$ cat config.mk
export PLATFORM = sky130hd
export DESIGN_NAME = stack_reverser
export DESIGN_NICKNAME = d
export VERILOG_FILES = /design/src/rtl/stack_reverser.sv
export SDC_FILE = /design/constraint.sdc
export NUM_CORES = 1
export LEC_CHECK = 0
export CAP_MARGIN = 15
export CELL_PAD_IN_SITES_DETAIL_PLACEMENT = 1
export CELL_PAD_IN_SITES_GLOBAL_PLACEMENT = 1
export CORE_ASPECT_RATIO = 1.75
export CORE_MARGIN = 2
export CORE_UTILIZATION = 30
export CTS_CLUSTER_SIZE = 30
export DETAILED_ROUTE_END_ITERATION = 12
export PLACE_DENSITY_LB_ADDON = 0.1
export SLEW_MARGIN = 20
export SYNTH_ARGS = -nofsm -noshare
export SYNTH_HDL_FRONTEND = slang
export SYNTH_SLANG_ARGS = --single-unit
$ cat constraint.sdc
create_clock -name clk -period 2.05 [get_ports clk]
set_clock_uncertainty 0.15 [all_clocks]
set_input_delay 0.5125 -clock clk [delete_from_list [all_inputs] [get_ports clk]]
set_output_delay 0.5125 -clock clk [all_outputs]
set_load 0.005 [all_outputs]
$ cat src/rtl/stack_reverser.sv
// Stream reverser that drives an external LIFO: fills it with up to STACK_DEPTH
// beats of a packet, then pops them back out as a reversed valid/ready stream.
module stack_reverser #(
  parameter int DATA_WIDTH  = 3,
  parameter int STACK_DEPTH = 5
) (
  input  logic                  clk,
  input  logic                  rst,
  input  logic                  in_valid,
  input  logic                  in_last,
  input  logic [DATA_WIDTH-1:0] in_data,
  output logic                  in_ready,
  output logic                  out_valid,
  output logic                  out_last,
  output logic [DATA_WIDTH-1:0] out_data,
  input  logic                  out_ready,
  output logic                  stk_push,
  output logic                  stk_pop,
  output logic                  stk_read_more,
  output logic [DATA_WIDTH-1:0] stk_data_in,
  input  logic [DATA_WIDTH-1:0] stk_data_out,
  input  logic                  stk_full,
  input  logic                  stk_empty,
  input  logic                  stk_error,
  output logic                  seg_split,
  output logic                  err
);

  localparam int CW = $clog2(STACK_DEPTH + 1);
  localparam logic [CW-1:0] DEPTH_C = CW'(STACK_DEPTH);

  typedef enum logic [1:0] {FILL, POP, CAPT, HOLD} state_t;

  state_t                r_state;
  logic [CW-1:0]         r_cnt;
  logic                  r_seg_last;
  logic                  r_out_valid;
  logic                  r_out_last;
  logic [DATA_WIDTH-1:0] r_out_data;
  logic                  r_seg_split;
  logic                  r_err;

  logic w_accept;
  logic w_pop_bad;

  // NOTE: the strobes are gated with rst so nothing reaches the stack while
  // reset is held, even though the FSM already sits in FILL.
  assign in_ready  = rst && (r_state == FILL) && !stk_full && (r_cnt < DEPTH_C);
  assign w_accept  = in_valid && in_ready;
  assign w_pop_bad = (r_state == POP) && stk_empty && (r_cnt != '0);
  assign stk_push  = w_accept;
  assign stk_pop   = rst && (r_state == POP) && !w_pop_bad;

  assign stk_read_more = 1'b0;
  assign stk_data_in   = in_data;
  assign out_valid     = r_out_valid;
  assign out_last      = r_out_last;
  assign out_data      = r_out_data;
  assign seg_split     = r_seg_split;
  assign err           = r_err;

  // NOTE: all state updates use non-blocking assignments so every branch sees
  // the pre-edge values of r_cnt and r_state.
  always_ff @(posedge clk or negedge rst) begin
    if (!rst) begin
      r_state     <= FILL;
      r_cnt       <= '0;
      r_seg_last  <= 1'b0;
      r_out_valid <= 1'b0;
      r_out_last  <= 1'b0;
      r_out_data  <= '0;
      r_seg_split <= 1'b0;
      r_err       <= 1'b0;
    end else begin
      r_seg_split <= 1'b0;
      if (stk_error) r_err <= 1'b1;
      case (r_state)
        FILL: begin
          if (w_accept) begin
            r_cnt <= r_cnt + CW'(1);
            if (in_last) begin
              r_seg_last <= 1'b1;
              r_state    <= POP;
            end else if (r_cnt + CW'(1) == DEPTH_C) begin
              r_seg_last  <= 1'b0;
              r_seg_split <= 1'b1;
              r_state     <= POP;
            end
          end
        end
        POP: begin
          // Stack claims empty while we still count words: resync and carry on.
          if (w_pop_bad) begin
            r_err   <= 1'b1;
            r_cnt   <= '0;
            r_state <= FILL;
          end else begin
            r_cnt   <= r_cnt - CW'(1);
            r_state <= CAPT;
          end
        end
        CAPT: begin
          r_out_data  <= stk_data_out;
          r_out_valid <= 1'b1;
          r_out_last  <= r_seg_last && (r_cnt == '0);
          r_state     <= HOLD;
        end
        HOLD: begin
          if (out_ready) begin
            r_out_valid <= 1'b0;
            r_out_last  <= 1'b0;
            r_state     <= (r_cnt != '0) ? POP : FILL;
          end
        end
        default: r_state <= FILL;
      endcase
    end
  end

endmodule

==> insert_results.sql <==
INSERT INTO impl_metrics (metric_group, metric, value, unit) VALUES
('clocking', 'worst_skew_pair.late_latency', '0.28', 'ns'),
('global_routing', 'global_route.usage.met3', '0.0200', ''),
('yosys', 'syn_area', '683', 'um^2'),
('final_layout', 'antennaDiodeCount', '0', ''),
('power_and_ir_drop', 'combinational_share_of_power', '0.619', ''),
('global_routing', 'vias_in_the_first_global_route', '679', ''),
('yosys', 'synth_nets', '82', ''),
('global_routing', 'first_pass_grt_wire_length', '3030', 'um'),
('place', 'routabilityCongestion', '0.716', ''),
('floorplan', 'die-height', '67.1', 'um'),
('place', 'dp_slack', '-0.583', 'ns'),
('place', 'dpl_cell_area', '973', 'um^2'),
('floorplan', 'row_cnt', '22', ''),
('worst_setup_path', 'crit_path_start', 'r_state[0]', ''),
('yosys', 'postSynthCellCount', '65', ''),
('yosys', 'postSynth.topFlopCell', 'dfrtp_1', ''),
('drt', 'wl_per_cell', '14.4', 'um'),
('clocking', 'htree_num_levels', '1', ''),
('global_routing', 'use_met1', '0.174', ''),
('sta', 'whs', '0.266', 'ns'),
('hold_path', 'hold_class', 'in2async', ''),
('global_routing', 'grt.busiest_layer', 'met2', ''),
('worst_setup_path', 'crit_path_end_kind', 'primary output', ''),
('global_routing', 'grt_start_max_net_pins', '14', ''),
('drt', 'drc', '0', ''),
('power_and_ir_drop', 'power_switching', '0.565', 'mW'),
('yosys', 'postSynthAreaPerCell', '10.5', 'um^2'),
('sta', 'finalCritPeriodShare', '0.997', ''),
('power_and_ir_drop', 'power.share.sequential', '0.279', ''),
('worst_setup_path', 'worstReg2RegStart', 'r_cnt[0]', ''),
('flow_run', 'max_cap_viol_count', '0', ''),
('drt', 'via_density', '4.80', ''),
('final_layout', 'fillerInstances', '246', ''),
('global_routing', 'grt_antenna_before_repair', '0', ''),
('power_and_ir_drop', 'p_clk_frac', '0.103', ''),
('worst_setup_path', 'worst_ep_arrival_time', '1.38', 'ns'),
('worst_setup_path', 'critical_path.startpoint_type', 'flip-flop', ''),
('worst_setup_path', 'path_max_fanout', '2', ''),
('drt', 'first_iter_violations', '6', ''),
('worst_setup_path', 'standard_cell_with_the_maximum_stage_delay_on_the_critical_path', 'dfrtp_1', ''),
('yosys', 'yosysSeqAreaShare', '0.476', ''),
('sta', 'timing_max_transition_violations_final', '0', ''),
('yosys', 'synth_warnings', '0', ''),
('final_layout', 'final_core_util', '0.528', ''),
('drt', 'route.final.wire_length', '1900', 'um'),
('worst_setup_path', 'timing.setup.critical_path_class', 'reg2out', ''),
('worst_setup_path', 'r2r_slack', '0.11', 'ns'),
('sta', 'setup_viol', '0', ''),
('clocking', 'cts-buffers-inserted', '3', ''),
('floorplan', 'floorplan.initialDensity', '0.322', ''),
('clocking', 'tritoncts', 'done', ''),
('floorplan', 'io_pins', '28', ''),
('worst_setup_path', 'cell_count_of_the_worst_reg_to_reg_path', '11', ''),
('worst_setup_path', 'crit_family', 'flip-flops', ''),
('place', 'port_buffers', '20', ''),
('worst_setup_path', 'critical_path_cell_count', '5', ''),
('power_and_ir_drop', 'static_leak', '0.521', 'nW'),
('yosys', 'flops_latches_synth', '13', ''),
('final_layout', 'final_layout_size_suffix_gt1_frac', '0.426', ''),
('status', 'status', 'complete, no violations', ''),
('yosys', 'async_reset_ff_frac', '1.00', ''),
('final_layout', 'stdcell_area', '1120', 'um^2'),
('floorplan', 'die-width', '40.1', 'um'),
('floorplan', 'placeableCoreArea', '2120', 'um^2'),
('drt', 'vias', '634', ''),
('worst_setup_path', 'crit_required', '1.39', 'ns'),
('sta', 'timing.final.hold_violations', '0', ''),
('final_layout', 'area_growth', '63.9', '%'),
('drt', 'drtPass1Iterations', '4', ''),
('floorplan', 'dieArea', '2690', 'um^2'),
('power_and_ir_drop', 'cell_internal_pwr', '1.01', 'mW');
power groups by stage:
stage	Combinational [mW]	Sequential, mW	Clock [mW]
after CTS	0.900	0.443	0.167
after floorplan	0.342	0.456	0
final	0.976	0.439	0.162
after global placement	0.711	0.440	0
after detailed placement	0.729	0.448	0
after global routing	1.07	0.455	0.177
synthesized netlist by cell type, drive strengths merged (2+ instances only):
cell type / instances / share of area
buf: 4 / 0.044
mux2: 3 / 0.049
and2: 2 / 0.020
nand2: 6 / 0.033
inv: 5 / 0.027
o21ai: 9 / 0.066
mux2i: 2 / 0.029
dfrtp: 13 / 0.48
ha: 3 / 0.055
a21o: 2 / 0.024
nand3: 2 / 0.029
nand2b: 3 / 0.027
routing by layer:
metal  part of all wire  vias up
li1                   -      303
met1               0.36      309
met2               0.58       16
met3              0.038        6
met4              0.028        0
met5                  0        -
per-stage QoR:
step / setup TNS [ns] / total power [mW]
global route: -0.0612 / 1.70
floorplan: 0 / 0.798
CTS: 0 / 1.51
global placement: -1.78 / 1.15
detailed placement: -1.85 / 1.18
finish: 0 / 1.58
layout make-up:
type / instances / share of cell area
Tap cell: 24 / 0.0268
Inverter: 5 / 0.0168
Sequential cell: 13 / 0.291
Timing Repair Buffer: 43 / 0.320
Clock buffer: 4 / 0.0235
Multi-Input combinational cell: 43 / 0.323
worst min-delay path: cells and delay by family:
family	cells	cell delay (ns)
buf+inv	3	0.55
cells by family after synthesis:
kind of cell	count (synthesis)	share of synthesized area
mux	5	0.0788
simple gates	17	0.156
compound gates	16	0.145
fa+ha+maj	3	0.0550
xor+xnor	1	0.0128
other cells	1	0.00549
flops	13	0.476
buf+inv	9	0.0714
sequential cells by signal, indices dropped and copies added (netlist names), named ones only:
register / flops
r_seg_last: 1
out_data: 3
seg_split: 1
err: 1
r_cnt: 3
r_state: 1
out_valid: 1
out_last: 1
worst min-delay path by stage:
stage               from     endpoint  slack, ns  depth (start not counted)
2_1_floorplan        rst    async pin       0.07                          0
6_report             rst    seg_split       0.27                          3
4_1_cts              rst   r_state[0]       0.28                          3
3_3_place_gp   out_valid    out_valid       0.31                          1
3_5_place_dp         err          err       0.32                          2
5_1_grt              rst  out_data[2]       0.29                          3
cell usage in the layout, fill, tap and decap left out, drive strengths merged:
master	n
ha	3
nand2b	3
dlygate4sd2	1
and2	2
xor2	1
nand3	2
a221oi	1
a21oi	1
nand2	6
conb	1
nor2	1
a211oi	1
clkdlybuf4s50	15
a21o	2
mux2	3
dfrtp	13
clkbuf	5
inv	5
a22o	1
nor4	1
buf	26
nor4b	1
mux2i	2
a31oi	1
nor2b	1
o21ai	9
timing repair:
| item | in CTS | in global routing |
|---|---|---|
| buffers inserted | 10 | 1 |
| setup endpoints to repair | 3 | 4 |
| pin swaps | 5 | 2 |
| gates resized for setup | 25 | 6 |
(Power assumes the default switching activity.)
